===== src/rtl/sys_seq.sv =====
// Power-up sequencer: walks NUM_STAGES init engines in order, then releases the TX chain.
// Latency: init strobe follows state by 0 cycles; tx_rst_o/dev_conf_active_o drop 1 cycle after RUN entry.
// Backpressure: none; each stage is paced by its done level, bounded by a per-attempt timeout.
//
// Ports:
//   clk, rst             - clock, asynchronous active-high reset
//   restart_i            - restart pulse, honoured only in RUN or ERROR
//   stage_done_i         - per-stage done levels from the init engines
//   stage_init_o         - one-hot init request for the active stage (INIT only)
//   stage_idx_o          - current stage, or the failing stage while in ERROR
//   retry_cnt_o          - retries consumed on the current stage
//   err_o                - sticky sequence failure
//   dev_conf_active_o    - high while configuring (IDLE/GAP/INIT)
//   tx_rst_o             - TX chain reset, low only in RUN
module sys_seq #(
    parameter int NUM_STAGES     = 2,
    parameter int TIMEOUT_W      = 24,
    parameter int TIMEOUT_CYCLES = 10000000,
    parameter int MAX_RETRY      = 2,
    parameter int START_DELAY    = 4,
    localparam int SW            = (NUM_STAGES > 1) ? $clog2(NUM_STAGES) : 1
) (
    input  logic                  clk,
    input  logic                  rst,
    input  logic                  restart_i,
    input  logic [NUM_STAGES-1:0] stage_done_i,
    output logic [NUM_STAGES-1:0] stage_init_o,
    output logic [SW-1:0]         stage_idx_o,
    output logic [3:0]            retry_cnt_o,
    output logic                  err_o,
    output logic                  dev_conf_active_o,
    output logic                  tx_rst_o
);

    localparam logic [2:0] S_IDLE  = 3'd0;
    localparam logic [2:0] S_INIT  = 3'd1;
    localparam logic [2:0] S_GAP   = 3'd2;
    localparam logic [2:0] S_RUN   = 3'd3;
    localparam logic [2:0] S_ERROR = 3'd4;

    localparam logic [SW-1:0]        LAST_IDX  = SW'(NUM_STAGES - 1);
    localparam logic [7:0]           DLY_LAST  = 8'(START_DELAY);
    localparam logic [3:0]           RETRY_MAX = 4'(MAX_RETRY);
    localparam logic [TIMEOUT_W-1:0] TMO_LAST  =
        TIMEOUT_W'((TIMEOUT_CYCLES == 0) ? 0 : TIMEOUT_CYCLES - 1);
    localparam logic                 TMO_EN    = (TIMEOUT_CYCLES != 0);

    logic [2:0]           state_q, state_d;
    logic [SW-1:0]        idx_q, idx_d;
    logic [3:0]           retry_q, retry_d;
    logic [7:0]           dly_q, dly_d;
    logic [TIMEOUT_W-1:0] tmo_q, tmo_d;
    logic                 err_q, err_d;
    logic                 tx_rst_q, tx_rst_d;
    logic                 conf_q, conf_d;

    logic restart_ok;
    logic done_hit;
    logic tmo_hit;
    logic running;

    assign restart_ok = restart_i && ((state_q == S_RUN) || (state_q == S_ERROR));
    assign done_hit   = stage_done_i[idx_q];
    assign tmo_hit    = TMO_EN && (tmo_q == TMO_LAST);
    // Stays true for every RUN cycle that is not being left via restart.
    assign running    = (state_q == S_RUN) && !restart_ok;

    always_comb begin
        state_d = state_q;
        idx_d   = idx_q;
        retry_d = retry_q;
        dly_d   = dly_q;
        err_d   = err_q;
        case (state_q)
            S_IDLE: begin
                if (dly_q == DLY_LAST) begin
                    state_d = S_INIT;
                    idx_d   = '0;
                    retry_d = '0;
                end else begin
                    dly_d = dly_q + 8'd1;
                end
            end
            S_INIT: begin
                // Done has priority over a coincident timeout.
                if (done_hit) begin
                    if (idx_q == LAST_IDX) begin
                        state_d = S_RUN;
                    end else begin
                        state_d = S_GAP;
                        idx_d   = idx_q + SW'(1);
                        retry_d = '0;
                    end
                end else if (tmo_hit) begin
                    if (retry_q < RETRY_MAX) begin
                        state_d = S_GAP;
                        retry_d = retry_q + 4'd1;
                    end else begin
                        state_d = S_ERROR;
                        err_d   = 1'b1;
                    end
                end
            end
            S_GAP: state_d = S_INIT;
            S_RUN, S_ERROR: begin
                if (restart_i) begin
                    state_d = S_IDLE;
                    idx_d   = '0;
                    retry_d = '0;
                    dly_d   = '0;
                    err_d   = 1'b0;
                end
            end
            default: state_d = S_IDLE;
        endcase
    end

    // Counter runs only across consecutive INIT cycles of one attempt.
    assign tmo_d    = ((state_q == S_INIT) && (state_d == S_INIT)) ? tmo_q + TIMEOUT_W'(1) : '0;
    // Registered off the current state so both drop one cycle after RUN entry,
    // while ERROR deasserts conf immediately.
    assign tx_rst_d = !running;
    assign conf_d   = (state_d != S_ERROR) && !running;

    always_ff @(posedge clk or posedge rst) begin
        if (rst) begin
            state_q  <= S_IDLE;
            idx_q    <= '0;
            retry_q  <= '0;
            dly_q    <= '0;
            tmo_q    <= '0;
            err_q    <= 1'b0;
            tx_rst_q <= 1'b1;
            conf_q   <= 1'b1;
        end else begin
            state_q  <= state_d;
            idx_q    <= idx_d;
            retry_q  <= retry_d;
            dly_q    <= dly_d;
            tmo_q    <= tmo_d;
            err_q    <= err_d;
            tx_rst_q <= tx_rst_d;
            conf_q   <= conf_d;
        end
    end

    assign stage_init_o      = (state_q == S_INIT) ? (NUM_STAGES'(1) << idx_q) : '0;
    assign stage_idx_o       = idx_q;
    assign retry_cnt_o       = retry_q;
    assign err_o             = err_q;
    assign dev_conf_active_o = conf_q;
    assign tx_rst_o          = tx_rst_q;

endmodule


===== config.mk =====
export PLATFORM = sky130hd
export DESIGN_NAME = sys_seq
export DESIGN_NICKNAME = d
export VERILOG_FILES = /design/src/rtl/sys_seq.sv
export SDC_FILE = /design/constraint.sdc
export NUM_CORES = 1
export LEC_CHECK = 0
export ABC_AREA = 1
export BUFFER_PORTS_ARGS = -buffer_cell sky130_fd_sc_hd__buf_2
export CORE_MARGIN = 3
export CORE_UTILIZATION = 40
export CTS_CLUSTER_DIAMETER = 80
export DETAILED_ROUTE_END_ITERATION = 8
export GPL_ROUTABILITY_DRIVEN = 0
export PLACE_DENSITY_LB_ADDON = 0.12
export SLEW_MARGIN = 0
export SYNTH_ARGS = -nofsm -noshare
export SYNTH_HDL_FRONTEND = slang
export SYNTH_SLANG_ARGS = --single-unit

===== constraint.sdc =====
create_clock -name clk -period 2.36 [get_ports clk]
set_clock_uncertainty 0.2 [all_clocks]
set_input_delay 0.472 -clock clk [delete_from_list [all_inputs] [get_ports clk]]
set_output_delay 0.472 -clock clk [all_outputs]
set_load 0.05 [all_outputs]

======== Word-level counts from Yosys, hierarchy flattened ========
Index checks and enable logic that the tools add are counted.
word-level totals
  input bits .............................. 5
  logic and storage cells ................. 79
  bits in registers ....................... 43
operators by class
  reductions and logical operators ........ 16
  shift operators ......................... 1
  add/sub/neg operators ................... 4
  order comparisons ....................... 2
  muxes and demuxes ....................... 30
  equality and inequality tests ........... 18
operator list
  kind                     count
  $add A24 B1 Y24 const B  1
  $eq A24 B24 Y1 const B   1
  $mux W24                 1
  $mux W4                  6
  $mux W8                  2
  $pmux W8 S2              1
  $mux W3                  5
  $ne A2 B2 Y1 const B     7
  $ne A3 B3 Y1 const B     4
  $pmux W3 S4              1
  $pmux W4 S3              1
  $mux W1                  10
  $add A8 B1 Y8 const B    1
  $eq A8 B3 Y1 const B     1
  $eq A3 B1 Y1 const B     2
  $eq A3 B2 Y1 const B     2
  $reduce_and A6 Y1        1
  $reduce_and A5 Y1        1
  $add A4 B1 Y4 const B    1
  $logic_and A1 B1 Y1      4
  $lt A4 B2 Y1 const B     1
  $reduce_and A4 Y1        1
  $reduce_bool A2 Y1       2
  $eq A3 B3 Y1 const B     1
  other kinds (12)         13

======== Longest topological paths before layout ========
  word-level depth ........................ 8
  depth in mapped cells ................... 10

======== Worst setup path before layout ========
No wires, ideal clock.
  path kind ............................... flip-flop to output port
  start point ............................. register idx_q, in the netlist stage_idx_o
  end point ............................... output port stage_init_o[1]
  path slack .............................. 0.251 ns
  path buffers ............................ 0
  data arrival time ....................... 1.437 ns
  stages on the path, launching flop included .. 3
  cell sequence ........................... dfrtp_1 inv_1 nor2_1
on the way
  longest elaborated chain between the ends .. 2
RTL lines
  what                    RTL line  text
  from (decl)             49        logic [SW-1:0] idx_q, idx_d;
  from (signal assigned)  137       idx_q <= idx_d;
  $shl A1 B1 Y2           147       assign stage_init_o = (state_q == S_INIT) ? (NUM_STAGES'(1) << idx_q) : '0;
  $mux W2                 147
  to (decl)               27        output logic [NUM_STAGES-1:0] stage_init_o,
No other way between the ends.

======== Worst setup path after layout ========
  start point ............................. register tmo_q[0]
  end point ............................... register retry_q[2], in the netlist retry_cnt_o[2]
on the way
  longest elaborated chain between the ends .. 3
RTL lines
  what                         RTL line  text
  from (decl)                  52        logic [TIMEOUT_W-1:0] tmo_q, tmo_d;
  from (signal assigned)       140       tmo_q <= tmo_d;
  $eq A24 B24 Y1               64        assign tmo_hit = TMO_EN && (tmo_q == TMO_LAST);
  $ne A3 B3 Y1 (no line)       --
  $reduce_and A6 Y1 (no line)  --
  to (signal assigned)         138       retry_q <= retry_d;
  to (decl)                    50        logic [3:0] retry_q, retry_d;
No other way between the ends.
A chain may end at the register's enable or synchronous reset.

==> results.cfg <==
[outcome]
status = completed

[clock_tree]
cts_tree = done
insertion_delay_ps = 300
post_cts_buffers = 0
post_cts_resized = 0
cts-root-buf = clkbuf_8
cts_buffers = 5
clk_pin_slew_ps = 90
hold_buffers = 0
cts.sinks = 43
cts.path.max_buffers = 2
htree_levels = 2

[power_and_ir_drop]
powerDensity_mw_per_mm2 = 864
power.total_w = 0.00249
p_leak_nw = 1.35
ir_drop_uv = 642

[placed_design]
dp_cells = 449
dp_slack_ps = 292
postPlaceCellArea_mm2 = 0.00276
portBuffers = 14
dpl.hpwl_um = 4220

[global_routing]
grt_use_total_pct = 16.1
antenna_found_initial = 0
grt_pass1_wl_um = 9590
first_global_vias = 2078
grt_overflow = 0
grt_max_degree = 26

[yosys]
syn-cell-area_mm2 = 0.00261
synth_top_family_by_area = simple AND/OR/NAND/NOR gates
synth_fp_nets = 370
synthXorXnorAreaFrac_pct = 3.69
yosysUniqueCellTypes = 32
synth_cells = 361
synth-adder-area-share_pct = 1.91
ys.warnings.count = 0
avgSynthCellArea_um2 = 7.24
muxShareOfSynthArea_pct = 0
synthSimpleGateAreaFrac_pct = 42.2
yosysSeqAreaShare_pct = 41.3
ys_ff_latch = 43
synth_compound_area_share_pct = 3.35

[setup_path]
crit_required_ps = 2360
r2r_slack_ps = 290
critPathArrivalTime_ps = 2070
cp_max_fo = 23
critPathKind = flop to flop
end_kind = flop
startpoint_type = flop

[drt]
routed-via-count = 2236
vias_per_cell = 4.89
routed_wl_um = 5530
wl_per_cell_um = 12.1
first_pass_iters = 5
route.antenna.remaining_nets = 0
drt_iter0_drc = 81
remaining_drc_errors = 0

[timing]
fin_crit_ps = 2070
layout_setup_ws_ps = 292
rsz0062_at_grt = false
setup_viol = 0
slew_headroom_pct = 64.5
tns_ps = 0
worst_slew_pin_slew_ps = 532
min_period_over_period_pct = 87.6
drv_slew = 0
hold_violations = 0
fmax_mhz = 483

[floorplanning]
core_area_mm2 = 0.00613
die_area_mm2 = 0.00754
die_h_um = 86.8
num_rows = 28
start_util_pct = 42.6
io_pins = 15
dieWidth_um = 86.8

[cells_and_area]
fillers = 608
nets = 390
diodes = 0
final_area_mm2 = 0.00288
areaGrowthSynthToFinish_pct = 10.2
drive_above_1_share_pct = 13.9
finalNonFillerCells = 457

[flow_run]
drv_cap = 0

[min_path]
min_path_type = input pin to async pin
==> worst paths after layout <==
path                               startpoint                         end  depth (start not counted)
max in group asynchronous                 rst         tmo_q[12]$_DFF_PP0_                          3
max reg2reg                tmo_q[0]$_DFF_PP0_  retry_cnt_o[2]$_DFFE_PP0P_                          8
max                        tmo_q[0]$_DFF_PP0_  retry_cnt_o[2]$_DFFE_PP0P_                          8
min in group clk                    restart_i        state_q[2]$_DFF_PP0_                          2
min reg2reg                 err_o$_DFFE_PP0P_           err_o$_DFFE_PP0P_                          1
min                                       rst        dly_q[5]$_DFFE_PP0P_                          2
==> worst max-delay path, cell delays in order, from the launching register on <==
cell	delay (ps)
dfrtp_1	450
ha_1	270
nand3_2	190
nor2_2	160
nand3_2	150
nand2_4	260
nand3_2	160
nand2_1	80
nand2_1	40
==> state kept, by name, summed over array words and instances (netlist names) <==
register           count
state_q                3
dev_conf_active_o      1
err_o                  1
retry_cnt_o            4
dly_q                  8
tmo_q                 24
stage_idx_o            1
tx_rst_o               1
==> layer usage <==
layer | part of all wire, % | vias to the layer above | track usage, %
li1 | - | 1175 | -
met1 | 52 | 1015 | 22.8
met2 | 43 | 39 | 24.2
met3 | 3.8 | 7 | 3.61
met4 | 1.6 | 0 | 5.67
met5 | 0 | - | 0
==> cells in the final DEF, fill, tap and decap left out <==
cell type   n
a211oi_1    1
a21oi_1     3
buf_2      14
buf_4       2
bufinv_16   1
clkbuf_8    6
clkinv_2    1
dfrtp_1    41
dfstp_2     2
ha_1        4
inv_1      41
inv_2       4
nand2_1    93
nand2_2     5
nand2_4     4
nand3_1    26
nand3_2     4
nand3b_1    1
nand4_1    10
nor2_1     78
nor2_2      2
nor2_4      2
nor3_1      7
nor3_2      4
nor3b_1     2
nor3b_2     1
nor4_1      1
o211ai_1    1
o21a_1      1
o21ai_0     6
o21ai_1     1
o21ai_2     1
o22ai_1     1
xnor2_1     6
xor2_1      5
==> power breakdown <==
part | internal [W] | leakage (nW) | total [W] | switching, W
Sequential | 0.000846 | 0.579 | 0.000973 | 0.000128
Combinational | 0.000263 | 0.706 | 0.000909 | 0.000646
Clock | 0.000343 | 0.0612 | 0.000606 | 0.000263
==> final cells by class <==
class | instances | area, um^2 | area share (%)
multi-input combinational | 270 | 1340 | 46.4
sequential | 43 | 1080 | 37.4
inverter | 45 | 169 | 5.86
tap | 75 | 93.8 | 3.26
timing repair buffer | 16 | 85.1 | 2.95
clock buffer | 6 | 82.6 | 2.87
clock inverter | 2 | 35.0 | 1.22
==> synth_stat cells <==
cell type  number  area share (%)
a211oi_1        1            0.29
a21oi_1         3            0.57
buf_4           1            0.29
buf_6           2            0.86
dfrtp_1        41              39
dfstp_2         2             2.0
ha_1            4             1.9
inv_1          42             6.0
inv_2           3            0.43
nand2_1        93              13
nand2_2         5             1.2
nand2_4         4             1.7
nand3_1        26             5.0
nand3_2         4             1.5
nand3b_1        1            0.29
nand4_1        10             2.4
nor2_1         78              11
nor2_2          2            0.48
nor2_4          2            0.86
nor3_1          7             1.3
nor3_2          4             1.5
nor3b_1         2            0.57
nor3b_2         1            0.48
nor4_1          1            0.24
o211ai_1        1            0.29
o21a_1          1            0.29
o21ai_0         6             1.1
o21ai_1         1            0.19
o21ai_2         1            0.34
o22ai_1         1            0.24
xnor2_1         6             2.0
xor2_1          5             1.7
==> cells by family after synthesis <==
group	count (synthesis)
compound gates	15
xor+xnor	11
fa+ha+maj	4
buf+inv	48
flops	43
simple gates	240
==> per-stage QoR <==
stage	hold slack, ps	util [%]
after detailed placement	281	45.1
after global routing	50.1	47.0
after CTS	19.6	47.0
after floorplan	280	-
after global placement	271	45.1
final	2.05	47.0
Power figures use the tool's default switching activity.
